$ cat src/rtl/cdcc_pkg.sv
// Shared definitions for the dilated convolution cache and its downstream
// convolution stages: default sample width and the cache sequencing states.
package cdcc_pkg;

  localparam int DEFAULT_W = 16;

  typedef enum logic [1:0] {
    ST_IDLE   = 2'd0,
    ST_WRITE  = 2'd1,
    ST_OUTPUT = 2'd2
  } cache_state_e;

endpackage

$ cat src/rtl/cache_ring_buffer.sv
// Ring storage for the activation cache: one synchronous write port and three
// asynchronous read ports, each word holding one 4-channel sample {d3,d2,d1,d0}.
// Contents are not reset; the fill counter in the parent masks stale slots.
module cache_ring_buffer
  import cdcc_pkg::*;
#(
  parameter int W     = DEFAULT_W,
  parameter int DEPTH = 4,
  parameter int PW    = 2
) (
  input  logic            clk,
  input  logic            we_i,
  input  logic [PW-1:0]   waddr_i,
  input  logic [4*W-1:0]  wdata_i,
  input  logic [PW-1:0]   raddr0_i,
  input  logic [PW-1:0]   raddr1_i,
  input  logic [PW-1:0]   raddr2_i,
  output logic [4*W-1:0]  rdata0_o,
  output logic [4*W-1:0]  rdata1_o,
  output logic [4*W-1:0]  rdata2_o
);

  logic [4*W-1:0] mem_q [DEPTH];

  // Single write port, written once per accepted sample.
  always_ff @(posedge clk) begin
    if (we_i) mem_q[waddr_i] <= wdata_i;
  end

  assign rdata0_o = mem_q[raddr0_i];
  assign rdata1_o = mem_q[raddr1_i];
  assign rdata2_o = mem_q[raddr2_i];

endmodule

$ cat src/rtl/dilated_activation_cache.sv
// Dilated activation cache: keeps the last 3*DILATION+1 four-channel samples
// and presents four taps x[t], x[t-D], x[t-2D], x[t-3D] per accepted sample.
// Taps referring to never-written slots read as zero.
// Optional build macro CACHE_WARMUP_HOLD_EN: suppresses out_v until the cache
// holds a full window (first pulse for sample index 3*DILATION).
module dilated_activation_cache
  import cdcc_pkg::*;
#(
  parameter int W        = DEFAULT_W,
  parameter int DILATION = 1
) (
  input  logic                clk,
  input  logic                rst,
  input  logic signed [W-1:0] inp_d0,
  input  logic signed [W-1:0] inp_d1,
  input  logic signed [W-1:0] inp_d2,
  input  logic signed [W-1:0] inp_d3,
  input  logic                inp_v,
  output logic signed [W-1:0] a0_d0,
  output logic signed [W-1:0] a0_d1,
  output logic signed [W-1:0] a0_d2,
  output logic signed [W-1:0] a0_d3,
  output logic signed [W-1:0] a1_d0,
  output logic signed [W-1:0] a1_d1,
  output logic signed [W-1:0] a1_d2,
  output logic signed [W-1:0] a1_d3,
  output logic signed [W-1:0] a2_d0,
  output logic signed [W-1:0] a2_d1,
  output logic signed [W-1:0] a2_d2,
  output logic signed [W-1:0] a2_d3,
  output logic signed [W-1:0] a3_d0,
  output logic signed [W-1:0] a3_d1,
  output logic signed [W-1:0] a3_d2,
  output logic signed [W-1:0] a3_d3,
  output logic                out_v,
  output logic                busy,
  output logic                overrun
);

  localparam int DEPTH = 3 * DILATION + 1;
  localparam int PW    = $clog2(DEPTH);
  localparam logic [PW-1:0] FILL_MAX = PW'(3 * DILATION);
  localparam logic [PW-1:0] PTR_LAST = PW'(DEPTH - 1);

  cache_state_e   state_q;
  logic [PW-1:0]  wr_ptr_q, wr_ptr_d;
  logic [PW-1:0]  fill_q, fill_d;
  logic [4*W-1:0] in_q;
  logic [4*W-1:0] tap_q [4];
  logic [4*W-1:0] tap_d [4];
  logic [4*W-1:0] rd    [3];
  logic [PW-1:0]  raddr [3];
  logic           out_v_q, busy_q, overrun_q;
  logic           pulse_d;
  logic           ring_we;

  // (ptr - off) mod DEPTH; off never exceeds DEPTH-1 so one correction suffices.
  // When DEPTH is a power of two the PW-bit wrap of DEPTH to zero is still exact.
  function automatic logic [PW-1:0] tap_addr(input logic [PW-1:0] ptr,
                                             input logic [PW-1:0] off);
    if (ptr >= off) return ptr - off;
    else            return ptr + (PW'(DEPTH) - off);
  endfunction

  assign ring_we = (state_q == ST_WRITE);

  cache_ring_buffer #(
    .W     (W),
    .DEPTH (DEPTH),
    .PW    (PW)
  ) u_ring (
    .clk      (clk),
    .we_i     (ring_we),
    .waddr_i  (wr_ptr_q),
    .wdata_i  (in_q),
    .raddr0_i (raddr[0]),
    .raddr1_i (raddr[1]),
    .raddr2_i (raddr[2]),
    .rdata0_o (rd[0]),
    .rdata1_o (rd[1]),
    .rdata2_o (rd[2])
  );

  // Tap addresses, zero-masking of unwritten slots, and pointer/fill advance.
  always_comb begin
    for (int k = 0; k < 3; k++) begin
      raddr[k] = tap_addr(wr_ptr_q, PW'((3 - k) * DILATION));
      tap_d[k] = (fill_q < PW'((3 - k) * DILATION)) ? '0 : rd[k];
    end
    tap_d[3] = in_q;
    wr_ptr_d = (wr_ptr_q == PTR_LAST) ? '0 : wr_ptr_q + 1'b1;
    fill_d   = (fill_q == FILL_MAX) ? fill_q : fill_q + 1'b1;
`ifdef CACHE_WARMUP_HOLD_EN
    pulse_d  = (fill_q == FILL_MAX);
`else
    pulse_d  = 1'b1;
`endif
  end

  // Input sample register; pure data, loaded when a sample is accepted.
  always_ff @(posedge clk) begin
    if (state_q == ST_IDLE && inp_v) in_q <= {inp_d3, inp_d2, inp_d1, inp_d0};
  end

  // Sequencer IDLE -> WRITE -> OUTPUT -> IDLE with registered flags and taps.
  always_ff @(posedge clk or posedge rst) begin
    if (rst) begin
      state_q   <= ST_IDLE;
      wr_ptr_q  <= '0;
      fill_q    <= '0;
      out_v_q   <= 1'b0;
      busy_q    <= 1'b0;
      overrun_q <= 1'b0;
      for (int k = 0; k < 4; k++) tap_q[k] <= '0;
    end else begin
      case (state_q)
        ST_IDLE: begin
          out_v_q <= 1'b0;
          if (inp_v) begin
            state_q <= ST_WRITE;
            busy_q  <= 1'b1;
          end
        end
        ST_WRITE: begin
          for (int k = 0; k < 4; k++) tap_q[k] <= tap_d[k];
          wr_ptr_q <= wr_ptr_d;
          fill_q   <= fill_d;
          out_v_q  <= pulse_d;
          state_q  <= ST_OUTPUT;
          busy_q   <= 1'b1;
          if (inp_v) overrun_q <= 1'b1;
        end
        ST_OUTPUT: begin
          out_v_q <= 1'b0;
          state_q <= ST_IDLE;
          busy_q  <= 1'b0;
          if (inp_v) overrun_q <= 1'b1;
        end
        default: begin
          out_v_q <= 1'b0;
          state_q <= ST_IDLE;
          busy_q  <= 1'b0;
        end
      endcase
    end
  end

  assign out_v   = out_v_q;
  assign busy    = busy_q;
  assign overrun = overrun_q;

  assign a0_d0 = tap_q[0][W-1:0];
  assign a0_d1 = tap_q[0][2*W-1:W];
  assign a0_d2 = tap_q[0][3*W-1:2*W];
  assign a0_d3 = tap_q[0][4*W-1:3*W];
  assign a1_d0 = tap_q[1][W-1:0];
  assign a1_d1 = tap_q[1][2*W-1:W];
  assign a1_d2 = tap_q[1][3*W-1:2*W];
  assign a1_d3 = tap_q[1][4*W-1:3*W];
  assign a2_d0 = tap_q[2][W-1:0];
  assign a2_d1 = tap_q[2][2*W-1:W];
  assign a2_d2 = tap_q[2][3*W-1:2*W];
  assign a2_d3 = tap_q[2][4*W-1:3*W];
  assign a3_d0 = tap_q[3][W-1:0];
  assign a3_d1 = tap_q[3][2*W-1:W];
  assign a3_d2 = tap_q[3][3*W-1:2*W];
  assign a3_d3 = tap_q[3][4*W-1:3*W];

endmodule

$ cat config.mk
export PLATFORM = sky130hd
export DESIGN_NAME = dilated_activation_cache
export DESIGN_NICKNAME = d
export VERILOG_FILES = /design/src/rtl/cdcc_pkg.sv /design/src/rtl/cache_ring_buffer.sv /design/src/rtl/dilated_activation_cache.sv
export SDC_FILE = /design/constraint.sdc
export NUM_CORES = 1
export LEC_CHECK = 0
export CORE_MARGIN = 5
export CORE_UTILIZATION = 54
export DETAILED_ROUTE_END_ITERATION = 10
export PLACE_DENSITY_LB_ADDON = 0.08
export SYNTH_ARGS = -nofsm -noshare
export SYNTH_HDL_FRONTEND = slang
export SYNTH_SLANG_ARGS = --single-unit
export TNS_END_PERCENT = 30
$ cat constraint.sdc
create_clock -name clk -period 11.85 [get_ports clk]
set_clock_uncertainty 0.05 [all_clocks]
set_input_delay 2.37 -clock clk [delete_from_list [all_inputs] [get_ports clk]]
set_output_delay 2.37 -clock clk [all_outputs]
set_load 0.05 [all_outputs]
==> results.sh, run 1 <==
export IMPL_result_of_the_run="completed"
export IMPL_drtPass1Iterations=5
export IMPL_fmaxAchievable_mhz=232
export IMPL_areaGrowthSynthToFinish_pct=24.0
export IMPL_clock_sink_count=585
export IMPL_power_mw=9.13
export IMPL_synth_area_um2=23000
export IMPL_largest_register="u_ring.mem_q"
export IMPL_reg_largest_list="u_ring.mem_q x256, in_q x64"
export IMPL_power_per_cell_area_nw_per_um2=321
export IMPL_coreArea_um2=42000
export IMPL_ys_flop_type="sky130_fd_sc_hd__edfxtp_1"
export IMPL_placed_cell_area_um2=26600
export IMPL_groute_layer_met2_usage=0.413
export IMPL_tritoncts_clock_tree="yes"
export IMPL_p_switching_mw=3.80
export IMPL_hold_class="flop to flop"
export IMPL_netlist_top_cells_area="sky130_fd_sc_hd__edfxtp_1 (42%), sky130_fd_sc_hd__dfrtp_1 (29%), sky130_fd_sc_hd__mux2i_1 (11%)"
export IMPL_netlist_area_leader_share=0.418
export IMPL_place_port_buffers=325
export IMPL_initial_core_utilization=0.546
export IMPL_gp_congestion=0.796
export IMPL_critical_path_max_stage_delay_ps=840
export IMPL_post_synth_cell_area_avg_um2=16.0
export IMPL_yosys_area_top_type="sky130_fd_sc_hd__edfxtp_1"
export IMPL_synth_ff_latch_count=585
export IMPL_overflow=0
export IMPL_cell_chain_of_the_critical_path="clkdlybuf4s50_1"
export IMPL_use_met1=0.330
export IMPL_htree_levels=2
export IMPL_antenna_violating_nets_post_route=0
export IMPL_antenna_found_initial=3
export IMPL_cts_setup_buffers=0
export IMPL_internal_power_mw=5.33
export IMPL_power_combinational_fraction=0.442
export IMPL_crit_required_ps=9430
export IMPL_synth_edff_count=320
export IMPL_irDropWorstVdd_uv=179
export IMPL_worst_path_max_fanout=2
export IMPL_fin_crit_ps=4310
export IMPL_synthesis_nets=1509
export IMPL_path_clk_slew_ps=60
export IMPL_dieArea_um2=46800
export IMPL_post_cts_hold_buffer_count=0
export IMPL_wl_per_cell_um=25.1
export IMPL_first_global_vias=14900
export IMPL_use_met3=0.0502
export IMPL_largest_reg_flops=256
export IMPL_top_usage_layer_grt="met2"
export IMPL_post_route_drc_count=0
export IMPL_worst_slew_margin_rel=0.236
export IMPL_detailedRoute_firstIterationViolations=870
export IMPL_clock_tree_buffer_depth=3
export IMPL_worstMarginPinSlew_ps=1150
export IMPL_synthArstFlopShare=0.453
export IMPL_totalWireLength_um=58400
export IMPL_share_of_cells_above_drive_strength_1=0.106
export IMPL_timing_final_crit_share=0.363
export IMPL_post_synth_top_count_cell="sky130_fd_sc_hd__edfxtp_1"
export IMPL_power_share_clock=0.198
export IMPL_max_cap_violations=0
export IMPL_syn_instance_count=1432
export IMPL_clk_insertion_delay_late_ps=600
export IMPL_num_nets_final=1814
export IMPL_seq_power_share=0.360
export IMPL_detailroute_via_count=14100
export IMPL_timing_worst_setup_path_type="flop to output pin"
export IMPL_via_per_inst=6.05
export IMPL_cpLargestDelayFamily="buffers and inverters"
export IMPL_worst_slack_ps=7540
export IMPL_worst_ep_arrival_ps=1890
export IMPL_grt_start_max_net_pins=135
export IMPL_cts_inserted_buffers=57
export IMPL_groute_usage_overall=0.247
export IMPL_ys_seq_area_frac=0.707
export IMPL_critical_path_slowest_cell="sky130_fd_sc_hd__clkdlybuf4s50_1"
export IMPL_number_of_synthesis_warnings=0
export IMPL_post_cts_resize_count=0
export IMPL_hold_viol=0
export IMPL_endpoint_kind="output pin"
export IMPL_dp_hpwl_um=34300
export IMPL_preCtsSetupSlack_ps=6970
export IMPL_cp_num_buf_inv=1
export IMPL_cell_chosen_for_the_clock_root="sky130_fd_sc_hd__clkbuf_16"
export IMPL_chipHeight_um=216
export IMPL_grt_pass1_wl_um=89300
export IMPL_finalSetupTns_ps=0
export IMPL_ys_types=30
export IMPL_setup_repair_after_global_routing_missed_its_margin="no"
export IMPL_placementRows=75
export IMPL_power_leakage_nw=11.8
export IMPL_final_setup_violation_count=0
export IMPL_power_switching_share=0.417
export IMPL_worst_setup_path_start_kind="flop"
export IMPL_finish_instance_area_um2=28500
export IMPL_die_x_um=216
export IMPL_design_portCount=326
export IMPL_final_max_slew_violation_count=0
export IMPL_netlist_top_cells_count="sky130_fd_sc_hd__edfxtp_1 (320), sky130_fd_sc_hd__dfrtp_1 (265), sky130_fd_sc_hd__mux2i_1 (255)"
-- final cells by class --
class | count | area [µm²]
Sequential cell | 585 | 16200
Timing Repair Buffer | 345 | 3400
Multi-Input combinational cell | 739 | 6220
Clock inverter | 31 | 283
Inverter | 9 | 46.3
Clock buffer | 76 | 1600
Tap cell | 539 | 674
Fill cell | 2964 | 13600
Antenna cell | 1 | 2.50
-- layer usage --
layer | wire length [µm] | up-vias
li1 | - | 6180
met1 | 24000 | 7320
met2 | 29000 | 463
met3 | 3840 | 106
met4 | 1500 | 4
met5 | 24 | -
-- layout by cell type, fill, tap and decap left out, types with 5 or more instances in the layout --
master                            netlist  final
sky130_fd_sc_hd__clkdlybuf4s50_1        0    325
sky130_fd_sc_hd__edfxtp_1             320    320
sky130_fd_sc_hd__dfrtp_1              265    263
sky130_fd_sc_hd__mux2i_1              255    255
sky130_fd_sc_hd__a21o_1               127    127
sky130_fd_sc_hd__o22ai_1              126    126
sky130_fd_sc_hd__mux2_2                66     66
sky130_fd_sc_hd__nand2_1               65     65
sky130_fd_sc_hd__o221ai_1              64     64
sky130_fd_sc_hd__clkbuf_16              0     59
sky130_fd_sc_hd__buf_4                 14     20
sky130_fd_sc_hd__clkinv_2               0     12
sky130_fd_sc_hd__clkbuf_1              28     11
sky130_fd_sc_hd__ha_1                  10      9
sky130_fd_sc_hd__clkinv_1               1      9
sky130_fd_sc_hd__inv_1                  7      6
sky130_fd_sc_hd__clkbuf_8               0      6
sky130_fd_sc_hd__and2_4                 0      5
sky130_fd_sc_hd__o21ai_0                5      5
sky130_fd_sc_hd__bufinv_16              0      5
-- power by group through the flow --
| stage | Clock [mW] | Combinational (mW) | Sequential, mW |
|---|---|---|---|
| floorplan | 0 | 1.58 | 4.43 |
| global placement | 0 | 4.01 | 3.29 |
| detailed placement | 0 | 4.06 | 3.31 |
| CTS | 1.84 | 4.07 | 3.28 |
| global route | 1.92 | 4.24 | 3.35 |
| finish | 1.81 | 4.04 | 3.28 |
-- logic make-up after synthesis --
logic type / synth area share
multiplexers: 0.145
AND/OR/NAND/NOR: 0.0151
flip-flops: 0.707
AO/OA/AOI/OAI: 0.102
buffers and inverters: 0.0249
XOR/XNOR: 0.000381
adder cells (fa/ha/maj): 0.00545
-- worst register-to-register path, stage by stage (launching register included) --
cell                      delay [ps]
sky130_fd_sc_hd__dfrtp_4         850
sky130_fd_sc_hd__buf_4           970
sky130_fd_sc_hd__ha_1            320
sky130_fd_sc_hd__and2_4          510
sky130_fd_sc_hd__buf_4           640
-- metrics by stage --
stage / util / hold slack, ps / instances
after floorplan: - / 426 / 1432
after global placement: 0.633 / 398 / 2217
after detailed placement: 0.633 / 406 / 2217
after CTS: 0.677 / 420 / 2324
after global routing: 0.677 / 432 / 2325
final: 0.677 / 416 / 2325
-- worst paths after layout --
check	from	end	slack [ps]	cells after the start
min in group asynchronous	rst	a3_d0[15]	2350	2
max reg2reg	wr_ptr_q[0]	u_ring.mem_q[3][51]	8120	4
min	overrun	overrun	420	1
max	a0_d1[0]	a0_d1[0]	7540	1
min reg2reg	overrun	overrun	420	1
max in group asynchronous	rst	wr_ptr_q[1]	7790	3
Power figures use the tool's default switching activity.
==> run 2: changes to the inputs <==
- clock period: 11.85 -> 4.2 ns (I/O delays scaled with it)
==> run 2 against run 1 <==
Clock-buffer cell count increased by 2. Design area is 0.76% higher. Register-to-register slack worse by 6700 ps. Total power grew to 2.8 times the previous value. Critical path type unchanged. Sequential power increased to 2.8 times the previous value. Largest cell class unchanged. Setup slack got worse by 6100 ps. Non-clock buffer count grew 10. Clock power rose to 2.8 times the previous value. Worst hold slack better by 6.5 ps.
==> results.sh, run 2 (synthesis results as in run 1) <==
export IMPL_clock_tree_buffer_depth=3
export IMPL_cell_chosen_for_the_clock_root="sky130_fd_sc_hd__clkbuf_16"
export IMPL_die_x_um=216
export IMPL_wl_per_cell_um=24.9
export IMPL_timing_worst_setup_path_type="flop to output pin"
export IMPL_antenna_violating_nets_post_route=0
export IMPL_cpLargestDelayFamily="buffers and inverters"
export IMPL_coreArea_um2=42000
export IMPL_design_portCount=326
export IMPL_max_cap_violations=0
export IMPL_min_path_cells=1
export IMPL_grt_pass1_wl_um=88500
export IMPL_largest_reg_flops=256
export IMPL_preCtsSetupSlack_ps=1470
export IMPL_placedCellCount=2227
export IMPL_endpoint_kind="output pin"
export IMPL_groute_usage_overall=0.245
export IMPL_hold_viol=0
export IMPL_cell_chain_of_the_critical_path="clkdlybuf4s50_1"
export IMPL_share_of_cells_above_drive_strength_1=0.110
export IMPL_overflow=0
export IMPL_worst_slack_ps=1430
export IMPL_cts_inserted_buffers=58
export IMPL_final_setup_violation_count=0
export IMPL_worst_setup_path_start_kind="flop"
export IMPL_post_route_drc_count=0
export IMPL_worstMarginPinSlew_ps=1190
export IMPL_tritoncts_clock_tree="yes"
export IMPL_worst_path_max_fanout=2
export IMPL_hold_slack_ps=422
export IMPL_chipHeight_um=216
export IMPL_setup_repair_after_global_routing_missed_its_margin="no"
export IMPL_final_common_cell="sky130_fd_sc_hd__clkdlybuf4s50_1"
export IMPL_worstRegToRegCells=6
export IMPL_power_mw=25.8
export IMPL_fin_util=0.683
export IMPL_cts_setup_buffers=0
export IMPL_power_leakage_nw=11.9
export IMPL_drtPass1Iterations=7
export IMPL_post_cts_hold_buffer_count=0
export IMPL_detailedRoute_firstIterationViolations=854
export IMPL_final_max_slew_violation_count=0
export IMPL_place_port_buffers=325
export IMPL_largest_register="u_ring.mem_q"
export IMPL_post_cts_resize_count=0
export IMPL_areaGrowthSynthToFinish_pct=24.9
export IMPL_cp_num_buf_inv=1
export IMPL_path_clk_slew_ps=60
export IMPL_power_per_cell_area_nw_per_um2=900
export IMPL_worst_ep_arrival_ps=1880
export IMPL_critical_path_slowest_cell="sky130_fd_sc_hd__clkdlybuf4s50_1"
export IMPL_num_nets_final=1825
export IMPL_timing_final_crit_share=0.660
export IMPL_fmaxAchievable_mhz=361
export IMPL_hold_class="flop to flop"
export IMPL_via_per_inst=5.99
export IMPL_crit_required_ps=3310
export IMPL_detailroute_via_count=14000
export IMPL_critical_path_cell_count=1
export IMPL_clk_insertion_delay_late_ps=610
export IMPL_reg_largest_list="u_ring.mem_q x256, in_q x64"
export IMPL_dieArea_um2=46800
export IMPL_fin_crit_ps=2770
export IMPL_dp_hpwl_um=35400
export IMPL_irDropWorstVdd_uv=698
export IMPL_grt_start_max_net_pins=147
export IMPL_htree_levels=2
export IMPL_first_global_vias=14800
export IMPL_worst_slew_margin_rel=0.209
export IMPL_gp_congestion=0.781
export IMPL_mostFrequentLayoutCells="sky130_fd_sc_hd__clkdlybuf4s50_1 (325), sky130_fd_sc_hd__edfxtp_1 (320), sky130_fd_sc_hd__dfrtp_1 (263), sky130_fd_sc_hd__mux2i_1 (255), sky130_fd_sc_hd__a21o_1 (127)"
export IMPL_antenna_found_initial=3
export IMPL_instances_no_fill=2337
export IMPL_placementRows=75
export IMPL_totalWireLength_um=58300
export IMPL_clock_sink_count=585
export IMPL_initial_core_utilization=0.546
export IMPL_result_of_the_run="completed"
export IMPL_critical_path_max_stage_delay_ps=850
-- run 2: changes by cell type in the layout (fill, tap and decap cells not counted), moves of 2 or more --
| cell | before | now |
|---|---|---|
| sky130_fd_sc_hd__clkbuf_1 | 11 | 17 |
| sky130_fd_sc_hd__buf_4 | 20 | 18 |
| sky130_fd_sc_hd__buf_12 | 0 | 12 |
| sky130_fd_sc_hd__clkbuf_8 | 6 | 2 |
| sky130_fd_sc_hd__clkinv_1 | 9 | 7 |
-- run 2: area by class of cell --
class                      instances  area [µm²]
antenna                            2        5.00
clock buffer                      78        1570
multi-input combinational        739        6220
sequential                       585       16200
inverter                           9        42.5
tap                              539         674
timing repair buffer             355        3630
clock inverter                    30         309
fill                            2887       13300
-- run 2: worst register-to-register path, cell delays in order (launching register included) --
cell	delay (ps)
sky130_fd_sc_hd__dfrtp_4	760
sky130_fd_sc_hd__inv_2	160
sky130_fd_sc_hd__ha_1	480
sky130_fd_sc_hd__nand3_4	470
sky130_fd_sc_hd__buf_4	450
sky130_fd_sc_hd__o22ai_1	240
sky130_fd_sc_hd__a21o_1	110
-- run 2: power breakdown --
group / switching [mW] / internal [mW]
Clock: 2.13 / 2.98
Combinational: 7.51 / 4.11
Sequential: 1.08 / 8.02
-- run 2: final timing paths --
path	startpoint	end	slack, ps
min in group asynchronous	rst	a0_d3[3]	600
worst min-delay path	overrun	overrun	420
max in group asynchronous	rst	a3_d0[8]	2560
worst min register to register	overrun	overrun	420
worst max register to register	wr_ptr_q[0]	a0_d0[1]	1430
worst max-delay path	a0_d1[1]	a0_d1[1]	1430
-- run 2: per-stage QoR --
step	setup TNS, ps	cell area [µm²]
final	0	28700
after global routing	0	28700
after CTS	0	28700
after detailed placement	0	26800
after global placement	0	26800
after floorplan	-49690	23000
-- run 2: layer usage --
metal,track usage,wire length (µm),up-vias
met5,0,10,-
met4,0.0803,1530,2
met3,0.0569,3850,86
met2,0.412,28900,418
met1,0.321,24000,7288
li1,-,-,6198
